File: config.mk
export PLATFORM = sky130hd
export DESIGN_NAME = spectrum_bar_drawer
export DESIGN_NICKNAME = d
export VERILOG_FILES = /design/src/rtl/spectrum_bar_drawer.sv
export SDC_FILE = /design/constraint.sdc
export NUM_CORES = 2
export LEC_CHECK = 0
export ABC_AREA = 1
export CAP_MARGIN = 10
export CORE_MARGIN = 2
export CORE_UTILIZATION = 30
export CTS_CLUSTER_SIZE = 8
export DETAILED_ROUTE_END_ITERATION = 8
export GPL_TIMING_DRIVEN = 1
export PLACE_DENSITY = 0.44
export SLEW_MARGIN = 15
export SYNTH_ARGS = -nofsm -noshare
export SYNTH_HDL_FRONTEND = slang
export SYNTH_SLANG_ARGS = --single-unit
File: constraint.sdc
create_clock -name lcd_clk -period 8.8 [get_ports lcd_clk]
set_clock_uncertainty 0.15 [all_clocks]
set_input_delay 1.76 -clock lcd_clk [delete_from_list [all_inputs] [get_ports lcd_clk]]
set_output_delay 1.76 -clock lcd_clk [all_outputs]
set_load 0.02 [all_outputs]
File: src/rtl/spectrum_bar_drawer.sv
// Per-bin FFT magnitude capture into a bar-height table, rendered as a bar graph on the raster.
// One bin every 3+RD_LAT cycles; pixel_data lags pixel_xpos/ypos by one cycle; no backpressure.
module spectrum_bar_drawer #(
  parameter int          N_BINS    = 128,
  parameter int          RD_LAT    = 2,
  parameter int          MAG_SHIFT = 6,
  parameter int          MAX_H     = 400,
  parameter int          BAR_W     = 8,
  parameter int          Y_BASE    = 719,
  parameter logic [23:0] BAR_COLOR = 24'h00FF00,
  parameter logic [23:0] BG_COLOR  = 24'h000000
) (
  input  logic        lcd_clk,
  input  logic        rst,
  input  logic        frame_start,
  output logic        data_req,
  input  logic [31:0] fifo_rd_data,
  output logic        wr_over,
  input  logic [10:0] pixel_xpos,
  input  logic [10:0] pixel_ypos,
  output logic [23:0] pixel_data,
  output logic        sweep_busy
);

  localparam int BW  = $clog2(N_BINS);
  localparam int LW  = $clog2(RD_LAT + 1);
  localparam int XSH = $clog2(BAR_W);

  localparam logic [BW-1:0] LAST_BIN = BW'(N_BINS - 1);
  localparam logic [LW-1:0] LAT_LAST = LW'(RD_LAT - 1);
  localparam logic [15:0]   MAX_H16  = 16'(MAX_H);
  localparam logic [11:0]   Y_BASE12 = 12'(Y_BASE);
  localparam logic [10:0]   N_BINS11 = 11'(N_BINS);

  localparam logic [2:0] S_IDLE = 3'd0;
  localparam logic [2:0] S_REQ  = 3'd1;
  localparam logic [2:0] S_WAIT = 3'd2;
  localparam logic [2:0] S_CALC = 3'd3;
  localparam logic [2:0] S_DONE = 3'd4;

  logic [2:0]    state;
  logic [LW-1:0] lat_cnt;
  logic [BW-1:0] bin_idx;
  logic [31:0]   sample;
  logic [8:0]    height [N_BINS];

  // |x| with -32768 saturated to 32767 so the result always fits 15 bits
  function automatic logic [14:0] abs_sat(input logic [15:0] v);
    if (!v[15])
      abs_sat = v[14:0];
    else if (v == 16'h8000)
      abs_sat = 15'h7FFF;
    else
      abs_sat = ~v[14:0] + 15'd1;
  endfunction

  logic [14:0] a_re, a_im, mx, mn;
  logic [15:0] mag, mag_shr;
  logic [8:0]  h_new;

  always_comb begin
    a_re    = abs_sat(sample[31:16]);
    a_im    = abs_sat(sample[15:0]);
    mx      = (a_re >= a_im) ? a_re : a_im;
    mn      = (a_re >= a_im) ? a_im : a_re;
    mag     = {1'b0, mx} + {2'b00, mn[14:1]};
    mag_shr = mag >> MAG_SHIFT;
    h_new   = (mag_shr > MAX_H16) ? MAX_H16[8:0] : mag_shr[8:0];
  end

  assign data_req   = (state == S_REQ);
  assign wr_over    = (state == S_DONE);
  assign sweep_busy = (state != S_IDLE);

  always_ff @(posedge lcd_clk) begin
    if (rst) begin
      state   <= S_IDLE;
      lat_cnt <= '0;
      bin_idx <= '0;
      sample  <= '0;
      for (int i = 0; i < N_BINS; i++) height[i] <= '0;
    end else begin
      case (state)
        S_IDLE: if (frame_start) begin
          bin_idx <= '0;
          state   <= S_REQ;
        end
        S_REQ: begin
          lat_cnt <= '0;
          state   <= S_WAIT;
        end
        S_WAIT: begin
          if (lat_cnt == LAT_LAST) begin
            sample <= fifo_rd_data;
            state  <= S_CALC;
          end else begin
            lat_cnt <= lat_cnt + 1'b1;
          end
        end
        S_CALC: begin
          height[bin_idx] <= h_new;
          state           <= S_DONE;
        end
        S_DONE: begin
          if (bin_idx == LAST_BIN) begin
            bin_idx <= '0;
            state   <= S_IDLE;
          end else begin
            bin_idx <= bin_idx + 1'b1;
            state   <= S_REQ;
          end
        end
        default: state <= S_IDLE;
      endcase
    end
  end

  logic [10:0] col;
  logic [8:0]  h_px;
  logic        is_bar;

  // Lit when Y_BASE-h < y <= Y_BASE, rearranged as y+h > Y_BASE to stay unsigned
  always_comb begin
    col    = pixel_xpos >> XSH;
    h_px   = (col < N_BINS11) ? height[col[BW-1:0]] : 9'd0;
    is_bar = ({1'b0, pixel_ypos} <= Y_BASE12) &&
             (({1'b0, pixel_ypos} + {3'b000, h_px}) > Y_BASE12);
  end

  always_ff @(posedge lcd_clk) begin
    if (rst) pixel_data <= BG_COLOR;
    else     pixel_data <= is_bar ? BAR_COLOR : BG_COLOR;
  end

endmodule
Yosys cells after proc, flatten, opt, wreduce, memory -nomap -nowiden
Memory sizes are Yosys's and may differ from the RTL's.
Cells that the tools add are included.

storage, ports and cells
  flip-flop bits (word level) = 68
  logic and storage cells = 66
  input port bits = 57
  bits in writable memories = 1152
  output and inout port bits = 27
  memories = 1

operators by class
  reductions and logical operators = 10
  $add $sub $neg = 6
  order comparisons = 5
  bitwise gates (word level) = 2
  equal/unequal tests = 11
  multiplexer cells = 26

memories
  name    words  bits a word  rd ports  clocked after Yosys merged registers in  write ports  RTL line  source
  height  128    9            1         0                                        128          45        logic [8:0] height [N_BINS];

operators by type and width
  kind                                                               count
  2-to-1 mux 15 bit                                                  6
  equality test 16 bit (second input constant)                       2
  adder 15 x 1 -> 15 bit (second input constant)                     2
  NOT 15 bit                                                         2
  2-to-1 mux 9 bit                                                   3
  2-to-1 mux 7 bit                                                   3
  adder 15 x 14 -> 16 bit                                            1
  2-to-1 mux 16 bit                                                  1
  greater-or-equal comparator 15 bit                                 1
  case mux 3 bit (5 select lines)                                    1
  case mux 7 bit (2 select lines)                                    1
  adder 11 x 9 -> 12 bit                                             1
  > comparator 12 x 10 -> 1 bit (second input constant)              1
  less-or-equal comparator 11 x 10 -> 1 bit (second input constant)  1
  > comparator 10 x 9 -> 1 bit (second input constant)               1
  OR reduction 9 bit                                                 1
  < comparator 8 bit (second input constant)                         1
  AND reduction 2 bit                                                4
  adder 7 x 1 -> 7 bit (second input constant)                       1
  equality test 7 bit (second input constant)                        1
  2-to-1 mux 1 bit                                                   7
  equality test 3 x 2 -> 1 bit (second input constant)               2
  2-to-1 mux 3 bit                                                   2
  inequality test 2 bit (second input constant)                      3
  other kinds (10)                                                   11

Longest topological paths before layout
  word-level depth = 10
  mapped depth = 38
  gate-level depth less buffers = 35

Least setup slack after synthesis
Ideal clock, no wire load.

  path type = input-to-reg
  start point = input pixel_xpos[3]
  end point = register pixel_data[14]
  stages on the path = 24
  path slack = 3.204 ns
  arrival = 5.382 ns
  setup time = 0.064 ns
  data required time = 8.586 ns
  buffers on the path = 4
  cells stage by stage = clkbuf_1 > inv_2 > clkbuf_1 > clkbuf_1 > clkbuf_1 > o21ai_0 > o22ai_1 > nand2_1 > a21oi_1 > o311ai_0 > a31oi_1 > ha_1 > fa_1 > a21o_1 > a21oi_1 > o21ai_0 > xnor2_1 > nor4b_1 > nor3_1 > o21ai_0 > nand3_1 > nand2_1 > nand2_1 > nor2_1

on the way
  cells in the longest elaborated chain, start to end = 6
  elaborated cells on any way between the ends = 7
  those cells by class = add/sub (1); order compare (2); mux (2); reduce/logical (1); memory (1)

ends and longest elaborated chain
  what                                                             RTL line  source
  start: declaration                                               19        input logic [10:0] pixel_xpos,
  memory read (128 x 9 bit) or < comparator 8 bit (tied branches)  n/a
  2-to-1 mux 9 bit *                                               125       h_px = (col < N_BINS11) ? height[col[BW-1:0]] : 9'd0;
  adder 11 x 9 -> 12 bit *                                         127       (({1'b0, pixel_ypos} + {3'b000, h_px}) > Y_BASE12);
  > comparator 12 x 10 -> 1 bit *                                  127
  logical AND 1 bit *                                              126       is_bar = ({1'b0, pixel_ypos} <= Y_BASE12) &&
  2-to-1 mux 16 bit *                                              132       else pixel_data <= is_bar ? BAR_COLOR : BG_COLOR;
  end signal: assignment                                           132
  end: declaration                                                 21        output logic [23:0] pixel_data,

Every way passes the cells marked *; elsewhere a longest branch is shown, timed or not.
A chain may end at the register's enable or synchronous reset.

==> results.toml <==
[status]
status = "complete, no violations"

[grt]
grt_pass1_vias = 41600
use_met2_pct = 31.3
gr-usage-all-layers_pct = 19.1
grt_max_degree = 180
use_met1_pct = 26.2
grt_pass1_wl_mm = 278
grt_antenna_before_repair = 3
overflow = 0
globalRoute.busiestLayer = "met2"
met3_usage_pct = 2.42

[routing]
drc_errors = 0
ant_nets = 0
wl_mm = 187
detail_route.wl_per_cell_um = 22.5
routed_via_density = 5.14
dr.pass1.iters = 5
vias = 42700
drt-initial-drc-count = 4204

[floorplan]
die_area_mm2 = 0.194
start_util_pct = 30.2
io_pins = 84
die_h_um = 441
core_area_mm2 = 0.190
die_w_um = 441
rows = 160

[cells_and_area]
drive_gt1_share_pct = 5.44
finish.net_count = 5871
area_growth_pct = 12.2

[sta]
min_period_ps = 7730
hold_viol = 0
tns_ps = 0
setup_viol = 0
slew_violations = 0
worstMarginPinSlew_ps = 1150
fin_crit_sh_pct = 87.8
fmax_mhz = 129
rsz0062_at_grt = "false"
slew_headroom_pct = 22.1
timing.hold.ws_ps = 328

[synth]
synthAdderAreaFrac_pct = 0.930
synth_cell_type_count = 45
synth.ff_latch_count = 1197
async_flop_share_pct = 0
syn_area_per_cell_um2 = 9.72
yosys-mux-area-fraction_pct = 0
synthSimpleGateAreaFrac_pct = 15.0
synth-edff-count = 1152
synth_compound_area_share_pct = 14.8
synth_flop_cell = "edfxtp_1"
synth_xor_area_share_pct = 0.199
yosys_warnings = 0
syn_inst = 5895
synth-seq-area-share_pct = 62.0
synth_top_family_by_area = "simple AND/OR/NAND/NOR gates"
synth_area_mm2 = 0.0573

[critical_path]
crit_path_max_incr_delay_ps = 690
worstPathArrival_ps = 8050
required_ps = 9130
cp-end-kind = "flip-flop"
timing.rr.start = "sample[16]$_SDFFE_PP0P_"
reg2reg_depth = 29
slowest_stage = "buf_12"
crit_path_start = "sample[16]$_SDFFE_PP0P_"
worstSetupPathType = "reg -> reg"
reg2reg_to = "height[38][7]$_SDFFCE_PN0P_"
startpoint_type = "flip-flop"
path_buf_inv = 3
cp_max_fo = 179
cp_top_family = "simple AND/OR/NAND/NOR gates"
rrSetupSlack_ps = 1070

[place]
dpl.hpwl_mm = 113
gp_congestion = 0.804
io_buffer_count = 64

[clocking]
cts_tree = "done"
cts_buffers = 169
clock_sinks = 1197
cts_setup_buffers = 0
cts-root-buf = "clkbuf_16"
cts_buffer_depth = 3
h-tree-depth = 4
insertion_delay_ps = 800
hold_buffers = 0
path_clk_slew_ps = 50
ctsResizeCount = 0

[hold_path]
hold_path_end = "sample[30]$_SDFFE_PP0P_"
worst_hold_path.num_cells = 2
min_from = "sample[30]$_SDFFE_PP0P_"
hold_class = "reg -> reg"

[power_and_ir_drop]
p_per_area_mw_per_mm2 = 244
irDropWorstVdd_v = 0.000193
p_leak_uw = 0.0218

[flow_run]
cap_viol_max_count = 0
-- cell type report --
class,count,area [µm²]
clock inverters,17,240
well taps,2511,3140
flip-flops and latches,1197,35500
fillers,19300,126000
inverters,379,1450
repair buffers,157,1630
multi-input cells,3868,17900
diodes,3,7.51
clock buffers,191,4360
-- cell usage in the layout, fill, tap and decap left out, types with 3 or more instances in the layout --
master,count
a21oi_1,351
a221oi_1,5
a31oi_1,10
buf_12,23
buf_4,71
clkbuf_1,19
clkbuf_16,171
clkdlybuf4s50_1,59
clkinv_1,133
conb_1,16
dfxtp_1,45
diode_2,3
edfxtp_1,1152
ha_1,41
inv_1,239
inv_2,3
inv_6,8
inv_8,3
nand2_1,444
nand2_8,7
nand3_1,46
nand3_2,4
nand3b_1,3
nand4_1,9
nor2_1,1707
nor3_1,11
o211ai_1,14
o21a_1,3
o21ai_0,798
o21bai_1,3
o221ai_1,53
o22ai_1,288
o311ai_0,11
o32ai_1,8
or2_2,6
xnor2_1,4
xor2_1,9
-- worst register-to-register path, delay by kind of cell (launching register included) --
| family | cells | cell delay (ps) |
|---|---|---|
| buf+inv | 3 | 900 |
| simple gates | 15 | 2870 |
| compound gates | 9 | 2440 |
| fa+ha+maj | 2 | 770 |
| flops | 1 | 300 |
-- metal layers --
metal / vias up / wire length, µm / part of all wire, %
li1: 20100 / - / -
met1: 21100 / 83400 / 44
met2: 1246 / 88900 / 47
met3: 257 / 9980 / 5.3
met4: 0 / 5130 / 2.7
met5: - / 0 / 0
-- cells in the mapped netlist (6+ instances only) --
cell type  number  area [µm²]
nor2_1       1707        6410
edfxtp_1     1152       34600
o21ai_0       798        3990
nand2_1       446        1670
a21oi_1       351        1760
clkbuf_1      320        1200
o22ai_1       288        1800
inv_1         242         908
clkinv_1      133         499
buf_6          98        1100
o221ai_1       53         464
nand3_1        50         250
dfxtp_1        45         901
ha_1           41         513
buf_4          33         248
o211ai_1       14         105
nor3_1         11        55.1
o311ai_0       11        96.3
a31oi_1        10        62.6
nand4_1         9        56.3
xor2_1          9        78.8
buf_1           8        30.0
o32ai_1         8        70.1
buf_2           7        35.0
nand2_2         7        43.8
or2_2           6        37.5
-- cells by family (layout without fill, tap and decap cells) --
logic type / Yosys count / in the layout
AND/OR/NAND/NOR: 2248 / 2248
AO/OA/AOI/OAI: 1549 / 1549
flip-flops: 1197 / 1197
buffers and inverters: 845 / 744
adder cells (fa/ha/maj): 42 / 42
XOR/XNOR: 13 / 13
other: 1 / 19
-- through the flow --
step | power, µW | std cells | cell area, µm² | setup slack, ps | utilization [%]
6_report | 15700 | 8323 | 64300 | 1070 | 33.8
5_1_grt | 16300 | 8321 | 64300 | 341 | 33.8
4_1_cts | 15800 | 8320 | 64300 | 1030 | 33.8
3_5_place_dp | 9840 | 8112 | 59700 | 1080 | 31.4
3_3_place_gp | 9830 | 8112 | 59700 | 1170 | 31.4
2_1_floorplan | 8790 | 5910 | 57300 | 3200 | -
-- flip-flops by register name (all words and copies together), names as in the netlist --
signal and count:
height 1152, sample 32, bin_idx 7, state 3
lat_cnt 2, pixel_data 1
-- worst max-delay path by stage --
stage | end | cells past startpoint | slack, ps
5_1_grt | height[44][7]$_SDFFCE_PN0P_ | 29 | 340
3_3_place_gp | height[38][4]$_SDFFCE_PN0P_ | 29 | 1170
3_5_place_dp | height[103][4]$_SDFFCE_PN0P_ | 29 | 1080
4_1_cts | height[38][4]$_SDFFCE_PN0P_ | 29 | 1030
2_1_floorplan | pixel_data[14]$_SDFF_PP0_ | 24 | 3200
6_report | height[38][7]$_SDFFCE_PN0P_ | 29 | 1070
-- power by group --
part | total, µW | switching (µW) | leakage (µW) | internal (µW)
combinational | 3140 | 2510 | 0.00773 | 635
sequential | 6560 | 76.1 | 0.0118 | 6480
clock | 5970 | 2470 | 0.00224 | 3490
Power figures use the tool's default switching activity.
